===== src/rtl/t01_fetch_pkg.sv =====
// Shared types and constants for the instruction/data fetch responders.
`timescale 1ns/1ps
package t01_fetch_pkg;

  typedef enum logic [1:0] {
    IDLE,
    ISSUE,
    WAIT,
    RESP
  } fetch_state_t;

  localparam logic [3:0] BYTE_SEL_WORD = 4'hF;
  localparam int unsigned TIMEOUT_CYCLES_DEFAULT = 255;

endpackage


===== src/rtl/t01_fetch_timeout.sv =====
// Saturating bus-wait counter; reached flags the enabled cycle that brings the count to max_count.
`timescale 1ns/1ps
module t01_fetch_timeout #(
  parameter int unsigned MaxCount = 255
) (
  input  logic clk,
  input  logic rst,
  input  logic clr,
  input  logic en,
  output logic reached
);

  localparam int unsigned W = (MaxCount < 2) ? 1 : $clog2(MaxCount + 1);
  localparam logic [W-1:0] Limit = W'(MaxCount);

  logic [W-1:0] count;

  always_ff @(posedge clk or posedge rst) begin
    if (rst) begin
      count <= '0;
    end else if (clr) begin
      count <= '0;
    end else if (en && (MaxCount != 0) && (count != Limit)) begin
      count <= count + W'(1);
    end
  end

  // A max_count of zero disables the timeout entirely.
  assign reached = en && (MaxCount != 0) && (count >= Limit - W'(1));

endmodule


===== src/rtl/t01_instruction_fetch_responder.sv =====
// Memory-side responder for core instruction fetch: bus read with a one-entry last-fetch buffer.
`timescale 1ns/1ps
module t01_instruction_fetch_responder
  import t01_fetch_pkg::*;
#(
  parameter int unsigned TIMEOUT_CYCLES = TIMEOUT_CYCLES_DEFAULT,
  parameter logic [31:0] RESET_VECTOR   = 32'h0000_0000
) (
  input  logic        clk,
  input  logic        RST,
  input  logic [31:0] address_IM,
  input  logic        hold,
  input  logic        invalidate,
  output logic [31:0] FetchedInstr,
  output logic        ihit,
  output logic        ifault,
  output logic        bus_read,
  output logic [31:0] bus_adr,
  output logic [3:0]  bus_sel,
  input  logic        bus_busy,
  input  logic        bus_ack,
  input  logic [31:0] bus_dat_i
);

  fetch_state_t state;
  logic [31:0]  req_addr;
  logic [31:0]  buf_tag;
  logic [31:0]  buf_data;
  logic [31:0]  fault_addr;
  logic         buf_valid;
  logic         delivered;
  logic         inval_seen;
  logic         fault_done;
  logic         timeout_reached;
  logic         tag_match;

  assign tag_match = (address_IM == buf_tag);

  t01_fetch_timeout #(
    .MaxCount(TIMEOUT_CYCLES)
  ) u_timeout (
    .clk    (clk),
    .rst    (RST),
    .clr    (state != WAIT),
    .en     (state == WAIT),
    .reached(timeout_reached)
  );

  always_ff @(posedge clk or posedge RST) begin
    if (RST) begin
      state        <= IDLE;
      FetchedInstr <= '0;
      ihit         <= 1'b0;
      ifault       <= 1'b0;
      bus_read     <= 1'b0;
      bus_adr      <= '0;
      bus_sel      <= '0;
      req_addr     <= '0;
      buf_tag      <= RESET_VECTOR;
      buf_data     <= '0;
      buf_valid    <= 1'b0;
      delivered    <= 1'b0;
      inval_seen   <= 1'b0;
      fault_done   <= 1'b0;
      fault_addr   <= '0;
    end else begin
      ihit   <= 1'b0;
      ifault <= 1'b0;
      if (!tag_match) delivered <= 1'b0;
      if (address_IM != fault_addr) fault_done <= 1'b0;
      if (invalidate && (state == ISSUE || state == WAIT)) inval_seen <= 1'b1;

      unique case (state)
        IDLE: begin
          if (!hold) begin
            if (address_IM[1:0] != 2'b00) begin
              if (!(fault_done && fault_addr == address_IM)) ifault <= 1'b1;
              fault_done <= 1'b1;
              fault_addr <= address_IM;
            end else if (tag_match && !invalidate && (delivered || buf_valid)) begin
              // Already-delivered match is a deliberate no-op: one ihit per fetch.
              if (!delivered) begin
                ihit         <= 1'b1;
                FetchedInstr <= buf_data;
                delivered    <= 1'b1;
              end
            end else begin
              req_addr   <= address_IM;
              bus_read   <= 1'b1;
              bus_adr    <= {address_IM[31:2], 2'b00};
              bus_sel    <= BYTE_SEL_WORD;
              inval_seen <= 1'b0;
              state      <= ISSUE;
            end
          end
        end
        ISSUE: begin
          if (!bus_busy) begin
            bus_read <= 1'b0;
            bus_sel  <= '0;
            state    <= WAIT;
          end
        end
        WAIT: begin
          if (bus_ack) begin
            buf_data  <= bus_dat_i;
            buf_tag   <= req_addr;
            buf_valid <= !(inval_seen || invalidate);
            delivered <= 1'b0;
            if (hold) begin
              state <= RESP;
            end else begin
              state <= IDLE;
              if (address_IM == req_addr) begin
                ihit         <= 1'b1;
                FetchedInstr <= bus_dat_i;
                delivered    <= 1'b1;
              end
            end
          end else if (timeout_reached) begin
            ifault <= 1'b1;
            state  <= IDLE;
          end
        end
        RESP: begin
          if (!hold) begin
            if (tag_match) begin
              ihit         <= 1'b1;
              FetchedInstr <= buf_data;
              delivered    <= 1'b1;
            end
            state <= IDLE;
          end
        end
        default: state <= IDLE;
      endcase

      // Invalidate overrides any buffer update made above, including an in-flight fill.
      if (invalidate) begin
        buf_valid <= 1'b0;
        delivered <= 1'b0;
      end
    end
  end

endmodule

===== config.mk =====
export PLATFORM = sky130hd
export DESIGN_NAME = t01_instruction_fetch_responder
export DESIGN_NICKNAME = d
export VERILOG_FILES = /design/src/rtl/t01_fetch_pkg.sv /design/src/rtl/t01_fetch_timeout.sv /design/src/rtl/t01_instruction_fetch_responder.sv
export SDC_FILE = /design/constraint.sdc
export NUM_CORES = 1
export LEC_CHECK = 0
export CAP_MARGIN = 10
export CORE_AREA = 2 2 151 153
export DETAILED_ROUTE_END_ITERATION = 8
export DIE_AREA = 0 0 153 155
export DONT_BUFFER_PORTS = 1
export PLACE_DENSITY = 0.59
export SKIP_LAST_GASP = 1
export SYNTH_ARGS = -nofsm -noshare
export SYNTH_HDL_FRONTEND = slang
export SYNTH_SLANG_ARGS = --single-unit

===== constraint.sdc =====
create_clock -name clk -period 19.95 [get_ports clk]
set_input_delay 5.985 -clock clk [delete_from_list [all_inputs] [get_ports clk]]
set_output_delay 5.985 -clock clk [all_outputs]
set_load 0.1 [all_outputs]

-- After elaboration in Yosys (flattened, before gate mapping)
Cells that the tools add are included.
- equality and inequality tests: 21
- magnitude comparators: 1
- div/mod/pow operators: 0
- $mul: 0
- shift operators: 0
- reduce and logical (&&, ||, !) cells: 25
- add/subtract/negate cells: 1
- bitwise logic cells: 3
- muxes and demuxes: 69
- operators with widths (kind ; number):
    $mux 32 ; 9
    $eq 32x32->1 ; 3
    $pmux 32 s3 ; 1
    $mux 1 ; 39
    $ne 32x32->1 ; 1
    $ne 2x2->1 const B ; 12
    $mux 2 ; 8
    $mux 4 ; 4
    $mux 8 ; 2
    $reduce_and 10->1 ; 1
    $reduce_bool 2->1 ; 5
    $add 8x1->8 const B ; 1
    $ge 8x8->1 const B ; 1
    $ne 8x8->1 const B ; 1
    $pmux 2 s4 ; 1
    $pmux 4 s2 ; 1
    $logic_and 1x1->1 ; 6
    $pmux 1 s3 ; 2
    $reduce_and 6->1 ; 1
    $reduce_and 5->1 ; 1
    $eq 2x2->1 const B ; 2
    $pmux 1 s2 ; 2
    $reduce_and 2->1 ; 2
    $reduce_and 4->1 ; 1
    8 further kinds ; 13
- memories kept: 0
- bits in writable memories: 0
- bits in latches: 0
- bits in registers: 211
- ROM bits: 0

-- Depth between registers and ports, before layout
Gate-level depths: netlist of the first run.
- word-level depth: 8
- depth in mapped cells: 9
- gate-level depth less buffers: 8

-- Hierarchy
A second synthesis of the first run with hierarchy kept.
- cell total of the unflattened synthesis: 794
- area total of the unflattened synthesis: 8838.5 sq um
- by module, submodules not included (module ; cells an instance ; seq. area each (sq um) ; area an instance (sq um) ; instances):
    t01_instruction_fetch_responder ; 744 ; 4229.1 ; 8369.3 ; 1
    t01_fetch_timeout ; 50 ; 200.2 ; 469.2 ; 1

-- Least setup slack after synthesis of the first run
Ideal clock, no wire load.
- kind: input -> register
- start: in address_IM[0]
- end: reg FetchedInstr[0]
- stages: 9
- data arrival time: 8.053 ns
- setup slack: 11.770 ns
- required time: 19.824 ns
- setup time: 0.126 ns
- cells stage by stage: buf_6 > xnor2_1 > nand4_1 > nor4_1 > nand2_1 > or3_4 > a211oi_4 > buf_6 > mux2_4
- word-level cells in the longest chain between the ends: 5
- elaborated cells between the ends (all ways): 10
- ends and longest elaborated chain (item ; line ; text):
    start: declaration ; t01_instruction_fetch_responder.sv:11 ; input logic [31:0] address_IM,
    $eq 32x32->1 ; t01_instruction_fetch_responder.sv:37 ; assign tag_match = (address_IM == buf_tag);
    $logic_and 1x1->1 (2 in series) ; t01_instruction_fetch_responder.sv:80 ; end else if (tag_match && !invalidate && (delivered || buf_valid)) begin
    $ne 2x2->1 (no line) ; n/a ;
    $reduce_and 10->1 (no line) (*) ; n/a ;
    end signal: assignment ; t01_instruction_fetch_responder.sv:84 ; FetchedInstr <= buf_data;
    end signal: assignment ; t01_instruction_fetch_responder.sv:116 ; FetchedInstr <= bus_dat_i;
    end signal: assignment ; t01_instruction_fetch_responder.sv:129 ; FetchedInstr <= buf_data;
    end: declaration ; t01_instruction_fetch_responder.sv:14 ; output logic [31:0] FetchedInstr,
Mark *: on every way between the ends. The rest lies on a longest branch, timed or not.
A chain may end at the register's enable or synchronous reset.

-- Worst setup path in the final report of the first run
- start: in address_IM[4]
- end: reg FetchedInstr[15]
Same word-level chain as after synthesis.

==> results of run 1 <==
[cells in the final DEF, fill, tap and decap left out, drive strengths merged, types with 2 or more instances in the layout]
cell / netlist / final
nor4: 9 / 9
nand2: 7 / 7
mux2: 190 / 190
a31oi: 4 / 4
conb: 1 / 2
clkinv: 0 / 4
nand2b: 2 / 2
nor3: 3 / 3
clkbuf: 13 / 23
xnor2: 80 / 80
or3: 3 / 3
or4: 2 / 2
o21ai: 6 / 6
buf: 45 / 6
a21oi: 6 / 6
and3: 4 / 4
clkinvlp: 0 / 3
nand3: 3 / 3
nand4: 23 / 23
xor2: 19 / 19
dfrtp: 177 / 177
inv: 8 / 10
nor2: 21 / 21
ha: 7 / 7
and2: 2 / 2
a211oi: 2 / 2
[worst min-delay path by stage]
stage,startpoint,end,slack [ns],cells past startpoint
2_1_floorplan,u_timeout.count[2],u_timeout.count[2],0.47,1
3_3_place_gp,buf_data[31],buf_data[31],0.48,1
3_5_place_dp,buf_data[28],buf_data[28],0.49,1
4_1_cts,buf_data[28],buf_data[28],0.51,1
5_1_grt,buf_data[5],buf_data[5],0.51,1
6_report,buf_data[28],buf_data[28],0.51,1
[synth_stat cells, types with 2 or more instances]
cell type	number	area share
nand3_1	3	0.0017
nand2b_1	2	0.0014
a31oi_1	4	0.0029
or4_1	2	0.0017
xor2_1	19	0.019
mux2_4	30	0.052
nand2_1	7	0.0030
buf_6	5	0.0065
a21oi_1	6	0.0034
o21ai_0	6	0.0034
inv_1	8	0.0034
nor4_1	9	0.0065
nor2_1	21	0.0090
xnor2_1	80	0.080
dfrtp_1	177	0.51
and2_1	2	0.0014
nor3_1	3	0.0017
nand4_1	23	0.017
clkbuf_1	13	0.0056
mux2_2	160	0.21
ha_1	7	0.010
and3_1	4	0.0029
or3_1	2	0.0014
buf_2	3	0.0017
buf_4	36	0.031
[per-stage QoR]
step | instances | instance area (µm²)
5_1_grt | 917 | 9288
2_1_floorplan | 652 | 8721
4_1_cts | 917 | 9288
6_report | 917 | 9288
3_5_place_dp | 885 | 8745
3_3_place_gp | 885 | 8745
[cell type report]
cell class                 instances  area share
clock buffer                      23     0.05038
clock inverter                     9    0.008083
inverter                           8    0.003772
multi-input combinational        409      0.4172
sequential                       177      0.4773
tap                              285     0.03839
timing repair buffer               6    0.004850
[cells by family (layout without fill, tap and decap cells)]
| logic type | count (synthesis) | count (layout) | synth area share |
|---|---|---|---|
| flip-flops | 177 | 177 | 0.5081 |
| AO/OA/AOI/OAI | 27 | 27 | 0.02168 |
| AND/OR/NAND/NOR | 84 | 84 | 0.05325 |
| buffers and inverters | 66 | 46 | 0.04866 |
| other | 1 | 2 | 0.0004302 |
| multiplexers | 190 | 190 | 0.2584 |
| XOR/XNOR | 99 | 99 | 0.09947 |
| adder cells (fa/ha/maj) | 7 | 7 | 0.01005 |
[routing by layer]
layer  global-route usage  up-vias
li1                     -     2187
met5                    0        -
met3              0.04457       16
met4              0.04189        0
met1               0.2077     2506
met2               0.2708       89
[critical path, cell delays in order]
cell	delay, ns
xnor2_1	0.24
nand4_1	0.16
nor4_1	0.49
nand2_1	0.23
or3_4	0.43
a211oi_4	0.24
buf_4	0.54
mux2_2	0.41
[registers in the layout (all words and copies together) (netlist names), 2 cells and up]
name,cells
u_timeout.count,8
state,2
FetchedInstr,32
buf_data,32
fault_addr,32
buf_tag,32
req_addr,31
==> impl_metrics.toml, run 1 <==
[timing]
finalWorstPathRequiredPeriod_ns = 8.447
finalMaxSlewViolations = 0
slew_headroom = 0.2856
timing.hold.ws_ns = 0.5064
max_clock_freq_mhz = 118.4
tightestPinTransition_ns = 1.072
hold_viol = 0
unrepaired_setup_endpoints_after_global_routing = "false"
post-route-worst-setup-slack_ns = 11.50
fin_crit_sh = 0.4234
clock_skew_ns = 0.01332
finalSetupViolCount = 0
final.setup.tns_ns = 0

[cells_and_area]
final_net_count = 696
fin_util = 0.4178
num_antenna_cells = 0
layout-drive-gt1-share = 0.3687
area_growth_pct = 6.545
multi_input_comb_area_um2 = 3875
seqCellArea_um2 = 4433
layout.filler_cells = 2077

[yosys]
post_synth_inst_count = 651
synth-main-ff-cell = "dfrtp_1"
synthArstFlopShare = 1.000
syn_area_um2 = 8717
synth.yosys.seq_area_share = 0.5081
synth.lib_cells_used.distinct = 44
synth-warning-count = 0
average_size_of_a_mapped_cell_um2 = 13.39
number_of_synthesized_flops_with_an_enable_pin = 0
yosys_register_bits = 177

[worst_setup_path]
worst_setup_path_endpoint = "FetchedInstr[15]"
start_kind = "input port"
criticalPathCategory = "input port to flip-flop"
crit_path_max_fanout = 32
cp_data_arrival_time_ns = 8.75
crit_start = "address_IM[4]"
reg2reg_to = "FetchedInstr[15]"
timing.reg2reg.worst_path_depth = 9
r2r_start = "state[0]"
worst-endpoint-required_ns = 20.25
slack_of_the_worst_reg_to_reg_path_ns = 15.92
timing.critical_path.to_type = "flip-flop"

[status]
result_of_the_run = "completed"

[detailed_routing]
initialDrtViolationCount = 242
met2RoutedLength_um = 9449
topRoutingLayerUsed = "met4"
met3RoutedLength_um = 835
dr.pass1.iters = 4
finalWirelength_um = 18910
remaining_drc_errors = 0
m1WireLength_um = 8360
via_per_inst = 5.232
routed-via-count = 4798
drt-wirelength-per-cell_um = 20.62
final_antenna_net_count = 0

[floorplanning]
fp-row-count = 55
core-area_um2 = 22230
starting_density = 0.3922
top_level_ports = 141
die_w_um = 153
dieHeight_um = 155
total_die_area_um2 = 23720

[global_route]
globalRouteTotalUtil = 0.1614
first_pass_grt_wire_length_um = 30030
grt_start_max_net_pins = 97
vias_in_the_first_global_route = 5271
grt_antenna_before_repair = 0
grt.overflow.total = 0

[placement]
dp.final_hpwl_um = 13280
io_buffer_count = 0
dp_slack_ns = 11.08
routabilityCongestion = 0.8269

[job]
max_cap_viol_count = 0

[cts]
cts_sinks = 177
number_of_cells_upsized_or_downsized_after_cts = 0
cts_buffers = 17
clkSlewWorstSetupHoldPaths_ns = 0.06
tritoncts_clock_tree = "yes"
clock_path_buffers = 2
cts_hold_repair.buffers = 0
root_buffer = "clkbuf_16"
htreeDepth = 4
clock_insertion_delay_worst_skew_ns = 0.43
post_cts_setup_buffer_count = 0

[min_path]
worst_hold_path_type = "flip-flop to flip-flop"
Power of run 1 is not shown: default switching activity piles up to over one toggle a cycle in this logic, so the estimate is an artifact.
==> inputs of run 2 (changes only) <==
PLACE_DENSITY = 0.61   (was 0.59)
clock period = 6.8 ns   (was 19.95 ns; I/O delays follow)
==> run 2 against run 1 <==
Critical endpoint unchanged. Register-to-register slack worse by 13 ns. Design area grew 0.53%. Global-route usage grew 0.091 points. Flip-flop and latch count unchanged.
==> impl_metrics.toml, run 2 (synthesis results as in run 1) <==
[floorplanning]
die_w_um = 153
starting_density = 0.3922
top_level_ports = 141
fp-row-count = 55
dieHeight_um = 155
core-area_um2 = 22230
total_die_area_um2 = 23720

[worst_setup_path]
timing.reg2reg.worst_path_depth = 8
criticalPathCategory = "input port to flip-flop"
r2r_start = "req_addr[25]"
reg2reg_to = "FetchedInstr[15]"
crit_path_max_fanout = 32
slack_of_the_worst_reg_to_reg_path_ns = 2.93
kind_of_cell_with_the_highest_combined_delay_on_the_critical_path = "simple AND/OR/NAND/NOR gates"
start_kind = "input port"
cp_data_arrival_time_ns = 4.84
crit_start = "address_IM[29]"
worst-path-buf-inv = 1
worst-endpoint-required_ns = 7.11
cp_slowest_stage_delay_ns = 0.53
crit_path_top_delay_cell = "nor4_1"
timing.critical_path.to_type = "flip-flop"
path_cells = "xnor2_1 > nand4_1 > nor4_1 > nand2_1 > or3_4 > a211oi_4 > buf_4 > mux2_2"

[cts]
clock_insertion_delay_worst_skew_ns = 0.43
clock_path_buffers = 2
number_of_cells_upsized_or_downsized_after_cts = 0
tritoncts_clock_tree = "yes"
cts_buffers = 17
post_cts_setup_buffer_count = 0
cts_hold_repair.buffers = 0
clkSlewWorstSetupHoldPaths_ns = 0.06
cts_sinks = 177
root_buffer = "clkbuf_16"
htreeDepth = 4

[timing]
hold_viol = 0
post-route-worst-setup-slack_ns = 2.265
tightestPinTransition_ns = 1.073
unrepaired_setup_endpoints_after_global_routing = "false"
max_clock_freq_mhz = 220.5
finalWorstPathRequiredPeriod_ns = 4.535
slew_headroom = 0.2903
finalMaxSlewViolations = 0
final.setup.tns_ns = 0
fin_crit_sh = 0.6669
timing.hold.ws_ns = 0.5027
clock_skew_ns = 0.01184
finalSetupViolCount = 0

[detailed_routing]
drt-wirelength-per-cell_um = 20.66
finalWirelength_um = 18930
dr.pass1.iters = 4
initialDrtViolationCount = 219
remaining_drc_errors = 0
routed-via-count = 4837
via_per_inst = 5.281
final_antenna_net_count = 0

[placement]
routabilityCongestion = 0.8317
dp.final_hpwl_um = 13020
dp_slack_ns = 1.871
io_buffer_count = 0

[status]
result_of_the_run = "completed"

[cells_and_area]
layout.filler_cells = 2015
layout.cells.most_common = "dfrtp_1"
final_net_count = 696
num_antenna_cells = 0
layout.cells.most_common_list = "176 x dfrtp_1, 160 x mux2_2, 80 x xnor2_1"
layout-drive-gt1-share = 0.3693
area_growth_pct = 7.105

[job]
max_cap_viol_count = 0

[global_route]
first_pass_grt_wire_length_um = 30030
grt_antenna_before_repair = 0
grt.overflow.total = 0
vias_in_the_first_global_route = 5210
grt_start_max_net_pins = 151
globalRouteTotalUtil = 0.1624

[min_path]
worst_hold_path_type = "flip-flop to flip-flop"
min_delay_worst_endpoint = "buf_data[30]"
hp-start = "buf_data[30]"
hold_depth = 1
==> run 2: changes by cell type in the layout (fill, tap and decap cells not counted), sizes merged <==
cell    change
bufinv      +2
clkinv      -2
inv         -1
==> run 2: final cells by class <==
class	instances	area (µm²)	share of cell area
sequential	177	4433	0.4748
multi-input combinational	409	3875	0.4150
clock buffer	23	478.0	0.05119
tap	285	356.6	0.03819
clock inverter	8	102.6	0.01099
timing repair buffer	6	57.56	0.006165
inverter	8	33.78	0.003618
==> run 2: worst max path at each step <==
stage | end | cells after the start | slack (ns)
final | FetchedInstr[15] | 8 | 2.27
after global routing | FetchedInstr[15] | 8 | 2.09
after CTS | FetchedInstr[31] | 8 | 2.31
after detailed placement | FetchedInstr[31] | 8 | 1.87
after global placement | FetchedInstr[15] | 8 | 1.92
after floorplan | FetchedInstr[0] | 1 | 2.49
==> run 2: layer usage <==
layer  track usage  share of wire  routed length (µm)
met1        0.2101           0.44                8407
met2        0.2637           0.49                9295
met3       0.04429          0.046                 871
met4       0.05776          0.019                 351
met5             0              0                   0
==> run 2: per-stage QoR <==
stage,area (µm²),utilization,instances
4_1_cts,9336,0.4200,916
5_1_grt,9336,0.4200,916
3_3_place_gp,8756,0.3939,885
2_1_floorplan,8725,-,652
3_5_place_dp,8756,0.3939,885
6_report,9336,0.4200,916
Power of run 2 is left out for the same reason.
